===== src/rtl/keypad_matrix_scanner.sv =====
// rtl/keypad_matrix_scanner.sv - matrix keypad scanner with per-key debounce and key event FIFO
// Optional: define KEYPAD_RELEASE_EVT_EN to queue release events as well as presses.
module keypad_matrix_scanner #(
  parameter int NUM_COLS  = 2,
  parameter int NUM_ROWS  = 2,
  parameter int SCAN_DIV  = 1000,
  parameter int DEBOUNCE  = 4,
  parameter int EVT_DEPTH = 4
) (
  input  logic                         clk,
  input  logic                         rst,
  input  logic [NUM_ROWS-1:0]          row,
  output logic [NUM_COLS-1:0]          col,
  output logic [NUM_ROWS*NUM_COLS-1:0] key_state,
  output logic                         evt_valid,
  input  logic                         evt_ready,
  output logic [((NUM_ROWS*NUM_COLS) > 1 ? $clog2(NUM_ROWS*NUM_COLS) : 1)-1:0] evt_code,
  output logic                         evt_press,
  output logic                         overflow,
  input  logic                         ovf_clr
);

  localparam int NK = NUM_ROWS * NUM_COLS;
  localparam int KW = (NK > 1) ? $clog2(NK) : 1;
  localparam int CW = (NUM_COLS > 1) ? $clog2(NUM_COLS) : 1;
  localparam int RW = (NUM_ROWS > 1) ? $clog2(NUM_ROWS) : 1;
  localparam int SW = $clog2(SCAN_DIV);
  localparam int PW = $clog2(EVT_DEPTH);
  localparam int FW = PW + 1;

  localparam logic [SW-1:0] SLOT_LAST   = SW'(SCAN_DIV - 1);
  localparam logic [SW-1:0] SETTLE_LAST = SW'(SCAN_DIV - NUM_ROWS - 2);
  localparam logic [SW-1:0] EVAL_START  = SW'(SCAN_DIV - NUM_ROWS);
  localparam logic [CW-1:0] COL_LAST    = CW'(NUM_COLS - 1);
  localparam logic [3:0]    DB          = 4'(DEBOUNCE);
  localparam logic [FW-1:0] FIFO_FULL   = FW'(EVT_DEPTH);

  typedef enum logic [1:0] {ST_SETTLE, ST_CAPTURE, ST_EVAL} state_t;

  state_t               state, state_nxt;
  logic                 capture_en, eval_en;
  logic [NUM_ROWS-1:0]  row_m, row_s, snap;
  logic [SW-1:0]        slot_cnt;
  logic [CW-1:0]        col_idx;
  logic [3:0]           deb_cnt [NK];
  logic [RW-1:0]        eval_row;
  logic [KW-1:0]        eval_key;
  logic                 cur_state, samp;
  logic [3:0]           cnt_inc;
  logic                 flip, push, pop, full, wr_en, drop;
  logic [KW-1:0]        fifo_code [EVT_DEPTH];
  logic [PW-1:0]        wr_ptr, rd_ptr;
  logic [FW-1:0]        fill;

  always_ff @(posedge clk or posedge rst) begin
    if (rst) begin
      row_m <= '0;
      row_s <= '0;
    end else begin
      row_m <= row;
      row_s <= row_m;
    end
  end

  always_ff @(posedge clk or posedge rst) begin
    if (rst) begin
      slot_cnt <= '0;
      col_idx  <= '0;
    end else if (slot_cnt == SLOT_LAST) begin
      slot_cnt <= '0;
      col_idx  <= (col_idx == COL_LAST) ? '0 : col_idx + CW'(1);
    end else begin
      slot_cnt <= slot_cnt + SW'(1);
    end
  end

  always_comb begin
    col          = '0;
    col[col_idx] = 1'b1;
  end

  always_ff @(posedge clk or posedge rst) begin
    if (rst) state <= ST_SETTLE;
    else     state <= state_nxt;
  end

  always_comb begin
    state_nxt = state;
    case (state)
      ST_SETTLE:  if (slot_cnt == SETTLE_LAST) state_nxt = ST_CAPTURE;
      ST_CAPTURE: state_nxt = ST_EVAL;
      ST_EVAL:    if (slot_cnt == SLOT_LAST) state_nxt = ST_SETTLE;
      default:    state_nxt = ST_SETTLE;
    endcase
  end

  always_comb begin
    capture_en = 1'b0;
    eval_en    = 1'b0;
    case (state)
      ST_CAPTURE: capture_en = 1'b1;
      ST_EVAL:    eval_en    = 1'b1;
      default:    ;
    endcase
  end

  always_ff @(posedge clk or posedge rst) begin
    if (rst)             snap <= '0;
    else if (capture_en) snap <= row_s;
  end

  // One key per EVAL cycle: row = offset into the EVAL window, column = current strobe.
  always_comb begin
    eval_row  = RW'(slot_cnt - EVAL_START);
    eval_key  = KW'(32'(eval_row) * NUM_COLS + 32'(col_idx));
    cur_state = key_state[eval_key];
    samp      = snap[eval_row];
    cnt_inc   = deb_cnt[eval_key] + 4'd1;
    flip      = eval_en && (samp != cur_state) && (cnt_inc == DB);
`ifdef KEYPAD_RELEASE_EVT_EN
    push      = flip;
`else
    push      = flip && !cur_state;
`endif
  end

  always_ff @(posedge clk or posedge rst) begin
    if (rst) begin
      key_state <= '0;
      for (int i = 0; i < NK; i++) deb_cnt[i] <= '0;
    end else if (eval_en) begin
      if (samp == cur_state) begin
        deb_cnt[eval_key] <= '0;
      end else if (cnt_inc == DB) begin
        deb_cnt[eval_key]   <= '0;
        key_state[eval_key] <= ~cur_state;
      end else begin
        deb_cnt[eval_key] <= cnt_inc;
      end
    end
  end

  // A pop in the same cycle frees the slot, so a push into a full FIFO is only dropped without one.
  assign full  = (fill == FIFO_FULL);
  assign pop   = evt_valid && evt_ready;
  assign wr_en = push && (!full || pop);
  assign drop  = push && full && !pop;

  always_ff @(posedge clk or posedge rst) begin
    if (rst) begin
      wr_ptr <= '0;
      rd_ptr <= '0;
      fill   <= '0;
      for (int i = 0; i < EVT_DEPTH; i++) fifo_code[i] <= '0;
    end else begin
      if (wr_en) begin
        fifo_code[wr_ptr] <= eval_key;
        wr_ptr            <= wr_ptr + PW'(1);
      end
      if (pop) rd_ptr <= rd_ptr + PW'(1);
      case ({wr_en, pop})
        2'b10:   fill <= fill + FW'(1);
        2'b01:   fill <= fill - FW'(1);
        default: ;
      endcase
    end
  end

`ifdef KEYPAD_RELEASE_EVT_EN
  logic fifo_press [EVT_DEPTH];

  always_ff @(posedge clk or posedge rst) begin
    if (rst) begin
      for (int i = 0; i < EVT_DEPTH; i++) fifo_press[i] <= 1'b0;
    end else if (wr_en) begin
      fifo_press[wr_ptr] <= ~cur_state;
    end
  end

  assign evt_press = fifo_press[rd_ptr];
`else
  assign evt_press = 1'b1;
`endif

  assign evt_valid = (fill != '0);
  assign evt_code  = fifo_code[rd_ptr];

  always_ff @(posedge clk or posedge rst) begin
    if (rst)          overflow <= 1'b0;
    else if (drop)    overflow <= 1'b1;
    else if (ovf_clr) overflow <= 1'b0;
  end

endmodule


===== config.mk =====
export PLATFORM = sky130hd
export DESIGN_NAME = keypad_matrix_scanner
export DESIGN_NICKNAME = d
export VERILOG_FILES = /design/src/rtl/keypad_matrix_scanner.sv
export SDC_FILE = /design/constraint.sdc
export NUM_CORES = 1
export LEC_CHECK = 0
export ABC_AREA = 1
export CAP_MARGIN = 20
export CORE_AREA = 2 2 93 95
export DETAILED_ROUTE_END_ITERATION = 12
export DIE_AREA = 0 0 95 97
export SLEW_MARGIN = 20
export SYNTH_ARGS = -nofsm -noshare
export SYNTH_HDL_FRONTEND = slang
export SYNTH_SLANG_ARGS = --single-unit

===== constraint.sdc =====
create_clock -name clk -period 3.77 [get_ports clk]
set_clock_uncertainty 0.15 [all_clocks]
set_input_delay 0.5655 -clock clk [delete_from_list [all_inputs] [get_ports clk]]
set_output_delay 0.5655 -clock clk [all_outputs]
set_load 0.02 [all_outputs]

Word level (Yosys, flattened, before mapping)
Cells that the tools add are included.

word-level totals
  flip-flop bits (word level) = 55
  latch bits = 0
  bits in writable memories = 0
  ROM bits = 0
  input bits = 6
  output and inout port bits = 11
  word-level logic and storage cells = 111
  memories = 0

cells by class
  add/subtract/negate cells = 9
  multipliers = 0
  div/mod/pow operators = 0
  $lt $le $gt $ge = 10
  equality and inequality tests = 12
  shift operators = 0
  muxes and demuxes = 33
  bitwise gates (word level) = 7
  reduce and logical (&&, ||, !) cells = 21

operators by type and width
  kind                   count
  $mux 16                2
  $eq 10x10->1 const B   2
  $and 16x16->16         1
  $bwmux 16              1
  $not 16->16            1
  $mux 4                 3
  $logic_and 1x1->1      11
  $add 10x1->10 const B  1
  $mux 1                 10
  $mux 10                1
  $mux 2                 5
  $ge 3x3->1 const B     3
  $not 2->3              3
  $bmux 4 s2             1
  $bwmux 8               1
  $demux 4 s2            1
  $lt 3x1->1 const B     2
  $pmux 2 s3             1
  $pmux 3 s2             1
  $add 2x1->2 const B    2
  $add 4x1->4 const B    1
  $bmux 2 s2             1
  $bwmux 4               1
  $demux 2 s2            1
  other kinds (27)       35

Depth between registers and ports, before layout
Gate-level depths: netlist (run 1).

  depth in word-level cells = 13
  gate-level depth with buffers = 18
  gate-level depth less buffers = 17

Worst setup path before layout (run 1)
No wires, ideal clock.

  path type = register -> register
  start = reg col_idx
  end = reg fill[1]
  data arrival time = 2409 ps
  data required time = 3537 ps
  path slack = 1129 ps
  cell stages (with the launch flop) = 17
  period minus slack after synthesis = 2641 ps
  cell sequence = dfrtp_1 > inv_2 > buf_6 > nand2_1 > nand2_1 > nand2_1 > nand2_2 > ha_1 > inv_1 > nor2_1 > nand4_4 > nor2_4 > inv_1 > ha_1 > inv_1 > fa_1 > o21ai_0

on the way
  cells in the longest elaborated chain, start to end = 12

RTL lines
  element                                                 RTL line  RTL
  from (decl)                                             44        logic [CW-1:0] col_idx;
  from (signal assigned)                                  71        col_idx <= (col_idx == COL_LAST) ? '0 : col_idx + CW'(1);
  $add 2x1->2 *                                           115       eval_key = KW'(32'(eval_row) * NUM_COLS + 32'(col_idx));
  $not 2->3 (implied by the code)                         118       cnt_inc = deb_cnt[eval_key] + 4'd1;
  $bmux 4 s2                                              118
  $mux 4 (implied by the code) (2 in a row)               118
  $add 4x1->4                                             118
  $eq 4x3->1                                              119       flip = eval_en && (samp != cur_state) && (cnt_inc == DB);
  $logic_and 1x1->1                                       119
  $logic_and 1x1->1 *                                     123       push = flip && !cur_state;
  $logic_and 1x1->1 *                                     146       assign wr_en = push && (!full || pop);
  $eq 2x1->1 / $eq 2x2->1 (equally long branches)         161       case ({wr_en, pop})
  $pmux 3 s2 / $reduce_bool 2->1 (equally long branches)  -
  to (signal assigned)                                    162       2'b10: fill <= fill + FW'(1);
  to (signal assigned)                                    163       2'b01: fill <= fill - FW'(1);
  to (decl)                                               53        logic [FW-1:0] fill;

Mark *: on every way between the ends. The rest lies on a longest branch, timed or not. The select of a mux whose other input is x is not followed.
A chain may end at the register's enable or synchronous reset.

Worst setup path in the final report (run 1)
Same ends and word-level chain as after synthesis.

==> results of run 1 <==
[worst max-delay path, cell delays in order (launching register included)]
cell	delay, ns
dfrtp_1	0.48
inv_2	0.22
nand2_1	0.07
nand2_1	0.06
nand2_1	0.04
nand2_1	0.15
ha_1	0.20
inv_1	0.05
nor2_1	0.22
nand4_4	0.18
nor2_4	0.24
inv_1	0.10
ha_1	0.19
inv_1	0.09
fa_1	0.41
o21ai_0	0.17
[kinds of logic (layout without fill, tap and decap cells)]
family / count (synthesis) / in the layout / share of synthesized area [%]
simple gates: 197 / 197 / 30.55
flops: 55 / 55 / 49.19
buf+inv: 46 / 64 / 7.245
compound gates: 28 / 28 / 5.367
fa+ha+maj: 9 / 9 / 4.294
xor+xnor: 9 / 9 / 2.818
other cells: 1 / 1 / 0.1340
mux: 1 / 1 / 0.4025
[per-layer routing]
layer  GRT usage, %  vias to the layer above  part of all wire (%)  routed length (um)
met2          20.29                       24                    44                2340
met1          17.64                      977                    52                2742
met3          2.648                        7                   2.5                 132
met4          4.013                        0                   1.5                  81
met5              0                        -                     0                   0
li1               -                     1124                     -                   -
[state kept, by name, indices dropped and copies added (netlist names)]
register and count:
col_idx 1, deb_cnt 16, fifo_code 8, fill 3, key_state 4, overflow 1, rd_ptr 2, row_m 2
row_s 2, slot_cnt 10, snap 2, state 2, wr_ptr 2
[metrics by stage]
step	power, uW	std cells
floorplan	800.6	346
global placement	866.2	461
detailed placement	872.6	461
CTS	1227	469
global route	1270	469
finish	1206	469
[final cells by class]
cell class / instances / area (sq um)
Fill cell: 832 / 4994
Sequential cell: 55 / 1376
Multi-Input combinational cell: 245 / 1219
Timing Repair Buffer: 18 / 172.7
Inverter: 38 / 142.6
Tap cell: 105 / 131.4
Clock buffer: 6 / 82.58
Clock inverter: 2 / 16.27
[final timing paths]
kind                          start           to  slack [ns]  depth (start not counted)
setup / recovery            col_idx      fill[1]        0.70                         15
hold / removal             row_m[0]     row_s[0]        0.21                          0
setup reg to reg            col_idx      fill[1]        0.70                         15
hold reg to reg            row_m[0]     row_s[0]        0.21                          0
max in group asynchronous       rst  deb_cnt[13]        2.17                          3
min in group asynchronous       rst      fill[0]        0.53                          2
[synthesized netlist by cell type, drive strengths merged, types with 2 or more instances]
| master | instances | area, sq um |
|---|---|---|
| buf | 8 | 60.05 |
| o21ai | 14 | 70.07 |
| nand4 | 8 | 65.06 |
| xnor2 | 2 | 17.52 |
| o22ai | 3 | 18.77 |
| inv | 37 | 138.9 |
| a21oi | 8 | 40.04 |
| o21a | 2 | 15.01 |
| xor2 | 7 | 61.31 |
| dfrtp | 55 | 1376 |
| nor3 | 5 | 30.03 |
| nor3b | 2 | 15.01 |
| nor2 | 30 | 135.1 |
| nand2 | 127 | 481.7 |
| ha | 8 | 100.1 |
| nand3 | 24 | 120.1 |
[power groups by stage]
stage / Combinational, uW / Clock (uW) / Sequential (uW)
finish: 210 / 348 / 647
global route: 235 / 381 / 654
CTS: 215 / 365 / 648
detailed placement: 214 / 0 / 659
global placement: 209 / 0 / 657
floorplan: 148 / 0 / 652
==> reports/metrics.cfg, run 1 <==
[pwr]
ir_drop_mv = 0.1580
seqPwrFrac_pct = 53.7
switching_share_pct = 28.57
p_comb_share_pct = 17.5
netSwitchingPower_uw = 344.5
p_per_area_nw_per_um2 = 383.9
power_frac_clock_pct = 28.9
p_leak_uw = 0.001542
intPower_uw = 861.3

[synthesis]
ys_ff_latch = 55
synthArstFlopShare_pct = 100.0
ys_types = 29
syn_inst = 346
synth-edff-count = 0
seq_area_frac_synth_pct = 49.19
ys_warn_count = 0
synthFlopType = dfrtp_1
syn_avg_cell_area_sq_um = 8.086
syn_nets = 361
synth_area_sq_um = 2798

[sta]
worstMarginPinSlew_ns = 0.6915
maxSlewViolCount = 0
tns_ns = 0
hold_ws_ns = 0.2067
slew_headroom_pct = 53.83
hold_viol_final = 0
period_share_pct = 81.49
rsz0062_at_grt = no
max_freq_mhz = 325.5
worst_slack_ns = 0.6978
fin_crit_ns = 3.072
setup_viol = 0

[floorplan]
core-area_sq_um = 8134
die_w_um = 95
ios = 17
rows = 33
dieArea_sq_um = 9215
start_util_pct = 34.39
die_h_um = 97

[cells_and_area]
most-common-layout-cells = 125 x nand2_1, 55 x dfrtp_1, 35 x inv_1
fin_area_sq_um = 3141
utilization_pct = 38.61
syn_to_final_growth_pct = 12.25
diodes = 0
layout-drive-gt1-share_pct = 5.769
num-nets-final = 378
final_common_cell = nand2_1

[clock_tree]
cts_hold_buffers = 0
clk_pin_slew_ns = 0.10
root_buffer = clkbuf_8
cts_tree = yes
h-tree-depth = 2
cts-buffers-inserted = 5
cts_buffer_depth = 2
clk_latency_ns = 0.31
cts_sinks = 55
post_cts_buffers = 0
cts.repair.resized = 0

[placement]
hpwl_um = 3972
post-place-ws_ns = 0.6720
place_area_sq_um = 3042
gp_congestion = 0.8538
port_buffers = 15

[hold_path]
hold_path_class = register to register

[worst_setup_path]
cp.arrival_ns = 3.16
cp.required_ns = 3.86
crit_path_end_kind = register
start_kind = register
crit_type = register to register
crit_path_max_fanout = 14

[grt]
grt_pass1_wl_um = 9535
grt_max_degree = 34
grtUsageTotal_pct = 12.86
grt_overflow = 0
grt_pass1_vias = 2119
antenna_found_initial = 0

[drt]
detail-route-antenna-nets = 0
wl_per_cell_um = 11.29
viasPerCell = 4.546
dr_total_vias = 2132
drt_iter0_drc = 71
drtPass1Iterations = 4
drc = 0
drt_wl_total_um = 5296

[outcome]
status = finished, final reports clean

[run]
cap_violations = 0

No activity file was read; power rests on OpenSTA's default activity.
==> run 2: changes to the inputs <==
==> constraint.sdc (replaced) <==
create_clock -name clk -period 3 [get_ports clk]
set_clock_uncertainty 0.15 [all_clocks]
set_input_delay 0.45 -clock clk [delete_from_list [all_inputs] [get_ports clk]]
set_output_delay 0.45 -clock clk [all_outputs]
set_load 0.02 [all_outputs]
==> run 2 against run 1 <==
  * Largest power group unchanged
  * Global-route usage grew 0.30 points
  * Clock power grew 49%
  * Final cell count grew 1.5%
  * Register-to-register slack lost 0.47 ns
  * Core utilization grew 1.0 points
  * Hold slack gained 0.0048 ns
==> reports/metrics.cfg, run 2 (synthesized netlist as in run 1, its figures left out) <==
[clock_tree]
root_buffer = clkbuf_8
clk_latency_ns = 0.31
cts.repair.resized = 0
cts_tree = yes
h-tree-depth = 2
cts_hold_buffers = 0
clk_pin_slew_ns = 0.10
cts-buffers-inserted = 5
cts_sinks = 55
post_cts_buffers = 0
cts_buffer_depth = 2

[grt]
antenna_found_initial = 0
grtUsageTotal_pct = 13.16
grt_pass1_wl_um = 9535
grt_pass1_vias = 2080
grt_overflow = 0
grt_max_degree = 22

[pwr]
p_per_area_nw_per_um2 = 495.7
p_leak_uw = 0.001588
ir_drop_mv = 0.2273
power_uw = 1597

[sta]
hold_viol_final = 0
period_share_pct = 92.57
maxSlewViolCount = 0
max_freq_mhz = 360.1
worstMarginPinSlew_ns = 0.6652
slew_headroom_pct = 55.41
fin_crit_ns = 2.777
setup_viol = 0

[drt]
drt_wl_total_um = 5477
drc = 0
detail-route-antenna-nets = 0
drt_iter0_drc = 85
drtPass1Iterations = 4
wl_per_cell_um = 11.51
viasPerCell = 4.536
dr_total_vias = 2159

[hold_path]
hold_path_class = register to register
worstHoldStart = row_m[0]

[outcome]
status = finished, final reports clean

[cells_and_area]
num-nets-final = 385
syn_to_final_growth_pct = 15.16
layout-drive-gt1-share_pct = 8.086
largest_reg_flops = 16
diodes = 0
final_common_cell = nand2_1
most-common-layout-cells = 125 x nand2_1, 54 x dfrtp_1, 35 x inv_1
regMostFlops = deb_cnt
utilization_pct = 39.61
reg_top3 = deb_cnt x16, slot_cnt x10, fifo_code x8
fillerInstances = 826

[worst_setup_path]
critical-path-slowest-cell = dfrtp_2
startpoint = col_idx
cp.arrival_ns = 2.83
crit_type = register to register
crit_top_cell = nand2_1
cp.required_ns = 3.05
cp_cell_sequence = buf_4 -> nand2_1 -> nand2_1 -> nand2_1 -> nand2_1 -> nand3_1 -> nand2_1 -> nand2_1 -> nand4_4 -> nor2_4 -> inv_1 -> ha_1 -> inv_1 -> fa_1 -> a21oi_1 -> o21ai_0 -> xor2_1
timing.rr.start = col_idx
cp_slowest_stage_delay_ns = 0.45
crit_path_end_kind = register
crit_path_max_fanout = 12
start_kind = register

[floorplan]
start_util_pct = 34.39
die_w_um = 95
core-area_sq_um = 8134
dieArea_sq_um = 9215
ios = 17
die_h_um = 97
rows = 33

[run]
cap_violations = 0

[placement]
gp_congestion = 0.8571
hpwl_um = 4165
port_buffers = 15

## run 2: where the power goes
| part | switching, uW | internal (uW) |
|---|---|---|
| clock network | 243 | 275 |
| logic | 152 | 114 |
| registers | 32.7 | 780 |
## run 2: layer usage
metal,vias to the layer above,part of all wire [%],track usage (%)
met5,-,0,0
met4,0,1.9,5.909
met3,8,2.4,2.570
li1,1133,-,-
met2,24,45,19.20
met1,994,51,18.78
## run 2: final cells by class
class	count	area, sq um	share of cell area (%)
Timing Repair Buffer	25	225.2	6.990
Clock inverter	2	38.79	1.204
Inverter	38	145.1	4.505
Tap cell	105	131.4	4.078
Clock buffer	6	82.58	2.563
Multi-Input combinational cell	245	1221	37.90
Sequential cell	55	1378	42.76
## run 2: worst paths after layout
kind,to,slack (ns),cells past startpoint
max reg2reg,fill[2],0.22,17
min,row_s[0],0.21,0
min in group asynchronous,state[0],0.27,2
max,fill[2],0.22,17
min reg2reg,row_s[0],0.21,0
max in group asynchronous,col_idx,1.81,3
## run 2: worst max-delay path: cells and delay by family (launching register included)
kind / cells / cell delay, ns
compound gates: 2 / 0.25
xor+xnor: 1 / 0.15
buf+inv: 3 / 0.34
simple gates: 9 / 0.81
flops: 1 / 0.45
fa+ha+maj: 2 / 0.52
## run 2: stage by stage
stage               hold slack, ns  area, sq um  std cells  setup slack, ns  setup TNS [ns]
floorplan                   0.1812         2798        346           0.3587               0
global placement            0.1821         3094        468           0.2500               0
detailed placement          0.1896         3094        468           0.1500               0
CTS                         0.2128         3216        476           0.1642               0
global route                0.2232         3222        476       -0.0007250      -0.0007250
finish                      0.2115         3222        476           0.2230               0
